`src/rtl/tzn_pkg.sv`:
```
// tzn_pkg: shared constants, count-width helper and count type for the trailing-zero counter
package tzn_pkg;
  localparam int TZN_GROUP = 8;
  function automatic int tzn_cnt_w(input int width);
    return $clog2(width) + 1;
  endfunction
  typedef logic [tzn_cnt_w(32)-1:0] tzn_cnt_t;
endpackage

```
`src/rtl/tzn_group8.sv`:
```
// tzn_group8: local trailing-zero count and all-zero flag for one 8-bit group
module tzn_group8 (
  input  logic [7:0] a_i,
  output logic [2:0] cnt_o,
  output logic       zero_o
);
  always_comb begin
    zero_o = ~|a_i;
    cnt_o  = a_i[0] ? 3'd0 : a_i[1] ? 3'd1 : a_i[2] ? 3'd2 : a_i[3] ? 3'd3 :
             a_i[4] ? 3'd4 : a_i[5] ? 3'd5 : a_i[6] ? 3'd6 : 3'd7;
  end
endmodule

```
`src/rtl/tzn32.sv`:
```
// tzn32: hierarchical trailing-zero counter with combinational and registered results
module tzn32
  import tzn_pkg::*;
#(
  parameter int WIDTH = 32
) (
  input  logic                         clock_i,
  input  logic                         reset_ni,
  input  logic [WIDTH-1:0]             a_i,
  output logic [tzn_cnt_w(WIDTH)-1:0]  numz_o,
  output logic                         zero_o,
  output logic [tzn_cnt_w(WIDTH)-1:0]  numz_q_o,
  output logic                         zero_q_o
);
  localparam int CW = tzn_cnt_w(WIDTH);
  localparam int G  = WIDTH / TZN_GROUP;
  localparam int GW = G > 1 ? $clog2(G) : 1;
  logic [G-1:0][2:0] gcnt;
  logic [G-1:0]      gz;
  logic [GW-1:0]     gidx;
  logic [CW-2:0]     low;
  logic [CW-1:0]     numz_d, numz_q;
  logic              zero_d, zero_q;
  for (genvar g = 0; g < G; g++) begin : g_grp
    tzn_group8 u_grp (
      .a_i   (a_i[g*TZN_GROUP +: TZN_GROUP]),
      .cnt_o (gcnt[g]),
      .zero_o(gz[g])
    );
  end
  // scan from the top so the lowest non-zero group wins
  always_comb begin
    gidx = '0;
    for (int i = G - 1; i >= 0; i--)
      if (!gz[i]) gidx = GW'(i);
    low    = (CW-1)'({gidx, gcnt[gidx]});
    zero_d = &gz;
    numz_d = zero_d ? CW'(WIDTH) : {1'b0, low};
  end
  always_ff @(posedge clock_i or negedge reset_ni)
    if (!reset_ni) begin
      numz_q <= '0;
      zero_q <= 1'b0;
    end else begin
      numz_q <= numz_d;
      zero_q <= zero_d;
    end
  assign numz_o   = numz_d;
  assign zero_o   = zero_d;
  assign numz_q_o = numz_q;
  assign zero_q_o = zero_q;
endmodule

```
`config.mk`:
```
export PLATFORM = sky130hd
export DESIGN_NAME = tzn32
export DESIGN_NICKNAME = d
export VERILOG_FILES = /design/src/rtl/tzn_pkg.sv /design/src/rtl/tzn_group8.sv /design/src/rtl/tzn32.sv
export SDC_FILE = /design/constraint.sdc
export NUM_CORES = 1
export LEC_CHECK = 0
export BUFFER_PORTS_ARGS = -buffer_cell sky130_fd_sc_hd__buf_2
export CAP_MARGIN = 10
export CORE_MARGIN = 5
export CORE_UTILIZATION = 33
export DETAILED_ROUTE_END_ITERATION = 8
export GPL_TIMING_DRIVEN = 0
export PLACE_DENSITY = 0.74
export SLEW_MARGIN = 20
export SYNTH_ARGS = -nofsm -noshare
export SYNTH_HDL_FRONTEND = slang
export SYNTH_SLANG_ARGS = --single-unit
```
`constraint.sdc`:
```
create_clock -name clock_i -period 1.9 [get_ports clock_i]
set_clock_uncertainty 0.05 [all_clocks]
set_input_delay 0.19 -clock clock_i [delete_from_list [all_inputs] [get_ports clock_i]]
set_output_delay 0.19 -clock clock_i [all_outputs]
set_load 0.01 [all_outputs]
```
# ---- Yosys cells after proc, flatten, opt, wreduce, memory -nomap -nowiden
# Cells that the tools add are included.
dict set report word_totals {
  regBits 7
  latchBits 0
  ramBits 0
  romBits 0
  out_inout_bits 14
  memories 0
}
dict set report op_classes {
  n_addsub 0
  n_mul 0
  div 0
  order_cmp 1
  n_eq_ne 0
  shifts 0
  n_mux 35
  bitwise 0
  n_reduce_logical 9
}
# cell count
set op_table {}
lappend op_table {{$mux W3} 25}
lappend op_table {{$reduce_or A8 Y1} 4}
lappend op_table {{$mux W2} 4}
lappend op_table {{$bmux W3 S2} 1}
lappend op_table {{$mux W6} 1}
lappend op_table {{$logic_not A1 Y1} 4}
lappend op_table {{$mux W1} 4}
lappend op_table {{$reduce_and A4 Y1} 1}
lappend op_table {{$lt A2 B3 Y1 const B} 1}

# ---- Depth between registers and ports, before layout
dict set report depth {
  depth_word 10
  mapped_depth 5
  depth_no_buf 5
}

# ---- Hierarchy
# Synthesis repeated with hierarchy kept, for this count alone.
dict set report unflattened {
  hier_cells 70
  hier_area_um2 520.5
}
# mod instances cells_each area_per_inst_um2 seq_area_each_um2
set by_module_without_submodules {}
lappend by_module_without_submodules {tzn32 1 26 270.3 150.1}
lappend by_module_without_submodules {tzn_group8 4 11 62.6 0.0}

# ---- Worst setup path before layout
# OpenSTA, ideal clock, no wires.
dict set report synth_path {
  path_type {input port to output port}
  start {input port a_i[17]}
  end {output port numz_o[0]}
  t_arrival_ps 1648
  slack_ps 12
  cell_stages 5
  path_buffers 0
  path_cell_list {or4_4 > a211oi_4 > a31oi_1 > a2111oi_2 > a31o_1}
}
dict set report synth_between {
  elab_chain_cells 7
  elab_cells_between_ends 11
  cone_classes {8 x mux; 3 x reduce/logical}
}
# item line
set synth_lines {}
lappend synth_lines {{from (decl)} tzn32.sv:9} ;# input logic [WIDTH-1:0] a_i,
lappend synth_lines {{$reduce_or A8 Y1} tzn_group8.sv:8} ;# zero_o = ~|a_i;
lappend synth_lines {{$mux W2 (3 in series)} tzn32.sv:35} ;# if (!gz[i]) gidx = GW'(i);
lappend synth_lines {{$bmux W3 S2} tzn32.sv:36} ;# low = (CW-1)'({gidx, gcnt[gidx]});
lappend synth_lines {{$mux W3 (implied by the code)} tzn32.sv:36}
lappend synth_lines {{$mux W6 *} tzn32.sv:38} ;# numz_d = zero_d ? CW'(WIDTH) : {1'b0, low};
lappend synth_lines {{to (decl)} tzn32.sv:10} ;# output logic [tzn_cnt_w(WIDTH)-1:0] numz_o,
# Every way passes the cells marked *; elsewhere a longest branch is shown, timed or not. The select of a mux whose other input is x is not followed.

# ---- Final worst setup path
dict set report layout_path {
  start {input port a_i[18]}
  end {output port numz_o[0]}
}
# Same word-level chain as after synthesis.

==> results.txt <==
- In the synthesized netlist the dominant register cell turns out to be sky130_fd_sc_hd__dfrtp_1.
* Placeable core area: 1540 µm²
* Hold/Removal Path Class: in2async
* RD Place Congestion: 0.775
* Combinational group share of total power: 34.7%
- The worst-case IR drop observed on VDD is 158 µV.
* Count of vias placed by the detailed router: 787
- The final hold violation count was 0.
- After synthesis the cells add up to 549 µm².
- For met1 alone, demand over resource in global routing was 15.5%.
- Before CTS, the worst setup slack after placement is -0.287 ns.
- Detailed placement finished with a half-perimeter wire length of 1.38 mm.
* Instance count of the mapped netlist: 70
- Sequential elements use 27.3% of the synthesized area.
* Failing checks: setup timing
- Mean routed wirelength per cell: 13.6 µm
- Flip-flop count of the largest register, all copies and words added: 6
- For this design, the sink count on the clock tree is 6.
* Number of DRC markers in iteration 0: 11
- By area the synthesized netlist is led by sky130_fd_sc_hd__dfrtp_1 27%, sky130_fd_sc_hd__nor2_1 6.8%, sky130_fd_sc_hd__inv_1 6.2%.
- Die area: 2580 µm²
- Final setup violation count: 4
- Vias/cell: 5.32
- Relative to the synthesized area, the layout overhead comes to 95.2%.
- The share of synthesized area in the top cell type comes to 27.3%.
* EDFF count, synth: 0
- In this run the horizontal extent of the chip is 50.8 µm.
* Pwr Density: 364 nW/µm²
- Fraction of power consumed by sequential logic: 33.8%
- In the finished design, the share of the clock period the worst path needs comes to 114%.
- From bottom edge to top edge, the die measures 50.8 µm.
- For this run, the total global-route usage over all layers was measured as 14.5%.
* TritonCTS clock tree: built
- Ys Warns: 0
- Maximum number of pins on one net before global-route repair: 7
- Number of search-and-repair iterations in the first detailed-routing pass: 4
- The worst setup path is launched from an input pin.
- Unrepaired setup endpoints after global routing: true
- For this run, global-route usage on met3 was measured as 2.37%.
- Synthesis instantiated 29 different standard cells from the library.
- Based on the critical path, the design can be clocked at up to 463 MHz.
- Data required time of the worst path: 1.66 ns
- Met2 track utilization from global routing: 27.9%
- Final cell utilization of the core: 69.6%
* Time the final worst path needs with I/O delays and setup: 2.16 ns
- Port buffering added 47 buffers.
- Result of the run: finished, violations left
* Antenna-violating nets left: 0
- CP max stage delay: 0.55 ns
* Launch point of the critical path: a_i[18]
- For the pin with the worst max-slew slack, the measured transition is 0.396 ns.
* Row count: 14
- Together, buffers and inverters on the worst path number 2.
- For this design the top-level I/O count stands at 48.
- Via count of the first global-routing pass: 769
* H-tree depth: 1
- Number of inserted filler cells in the final layout: 110
* Asr flop ratio synth: 100%
- CTS placed an instance of sky130_fd_sc_hd__clkbuf_4 at the clock tree root.
- Critical-path top delay cell: sky130_fd_sc_hd__or4_4
* Total count of max-transition violations in the final report: 0
- Global-route congestion overflow total: 0
- Kind of capture point of the worst setup path: primary output
- Fraction of final layout cells sized beyond drive strength 1: 59.1%
* NetSw: 123 µW
- Net switching is 31.4% of the power.
- Leakage power summed over all cells: 0.537 nW
* Number of synthesized register bits: 6
- Synth area leader: sky130_fd_sc_hd__dfrtp_1
- Clk network pwr share: 31.6%
- In this design, the largest share of critical-path delay is due to compound AO/OA/AOI/OAI gates.
- The number of nets handed over by synthesis was 104.
- After clock tree synthesis, the clock-pin slew on the worst setup and hold paths is 0.05 ns.
- Cells along the critical path: buf_6 -> or4_4 -> a211oi_4 -> a31oi_4 -> a2111oi_4 -> a31o_1 -> buf_2
- In this run the mean area of a mapped cell was 7.85 µm².
- Along the worst path, the maximum fanout reaches 3.
* Worst setup margin: -0.258 ns
* Total inserted antenna cells: 0
* Worst Path Arrival: 1.92 ns
- Max transition margin: 73.4%
* Number of buffers created by CTS: 3
* Number of antenna violations at the first check in global routing: 0
- DRC errors left: 0
* Peak-usage layer in the global routing report: met2
- The first global-routing pass estimated 3.04 mm of wire.
- Internal cell power: 268 µW
- For this block, the routed nets add up to 2.01 mm of wire.
- Once the floorplan was initialized, standard cells occupied 35.6% of the core.
- Maximum number of buffers from clock root to sink: 2
* Maxcap violations: 0
- The critical path in this run is classified as in2out.
* Post-layout nets: 168
layer usage:
layer	part of all wire (%)	wire, µm
met3	8.2	165
met4	0	0
met2	55	1120
met5	0	0
met1	36	731
path summary, 6_finish.rpt:
| check | endpoint | slack, ns | depth (start not counted) |
|---|---|---|---|
| min in group clock_i | numz_q_o[5]$_DFF_PN0_ | 0.28 | 4 |
| max in group asynchronous | numz_q_o[0]$_DFF_PN0_ | 1.40 | 2 |
| hold / removal | numz_q_o[4]$_DFF_PN0_ | 0.26 | 2 |
| setup / recovery | numz_o[0] | -0.26 | 7 |
synthesized netlist by cell type (all sizes together) (3+ instances only):
cell type	instances
a21oi	4
dfrtp	6
inv	9
nand2	3
nor2	10
nor3	3
nor4	7
o21ai	4
o21bai	3
cell type report:
type                       instances  area (µm²)  area share, %
multi-input combinational         53         465           43.4
timing repair buffer              59         363           33.8
sequential                         6         150           14.0
inverter                           9        36.3           3.38
clock buffer                       3        22.5           2.10
tap                               16        20.0           1.87
buffer                             2        15.0           1.40
layout by cell type, fill, tap and decap left out, types with 2 or more instances in the layout:
cell	netlist	layout
sky130_fd_sc_hd__a21oi_1	4	4
sky130_fd_sc_hd__buf_2	0	42
sky130_fd_sc_hd__buf_4	2	12
sky130_fd_sc_hd__buf_6	0	6
sky130_fd_sc_hd__clkbuf_4	0	3
sky130_fd_sc_hd__dfrtp_1	6	6
sky130_fd_sc_hd__inv_1	9	8
sky130_fd_sc_hd__nand2_1	3	3
sky130_fd_sc_hd__nor2_1	10	10
sky130_fd_sc_hd__nor3_1	3	2
sky130_fd_sc_hd__nor4_2	2	2
sky130_fd_sc_hd__nor4_4	0	5
sky130_fd_sc_hd__o21ai_0	3	3
sky130_fd_sc_hd__o21bai_1	3	3
sky130_fd_sc_hd__o31ai_1	2	2
sky130_fd_sc_hd__or4_4	1	2
per-stage QoR:
stage	instances	area (µm²)	TNS (ns)	total power [mW]	hold WS [ns]
detailed placement	133	805	-0.691	0.232	-0.0366
finish	148	1070	-0.536	0.391	0.263
global route	148	1070	-0.798	0.406	0.280
CTS	146	971	-0.283	0.365	0.240
global placement	133	805	-0.748	0.229	-0.0378
floorplan	70	549	0	0.170	-0.156
kinds of logic after synthesis:
logic type             count (synthesis)  share of synthesized area [%]
buffers and inverters                 11                           8.88
and+or+nand+nor                       29                           29.8
muxes                                  1                           1.82
AOI/OAI and AO/OA                     23                           32.1
DFF                                    6                           27.3
power by group through the flow:
stage | registers [mW] | logic (mW) | clock network (mW)
final | 0.132 | 0.135 | 0.123
after detailed placement | 0.134 | 0.0980 | 0
after floorplan | 0.136 | 0.0341 | 0
after CTS | 0.132 | 0.119 | 0.114
after global routing | 0.132 | 0.147 | 0.126
after global placement | 0.134 | 0.0952 | 0
what timing repair did:
| action | in CTS | in global routing |
|---|---|---|
| endpoints found under the setup margin | 5 | 7 |
| resized for setup | 11 | 13 |
| pin swaps | 8 | 10 |
| hold buffers | 1 | 0 |
| endpoints found under the hold margin | 6 | 0 |
| buffers inserted | 9 | 4 |
No activity file was read; power rests on OpenSTA's default activity.
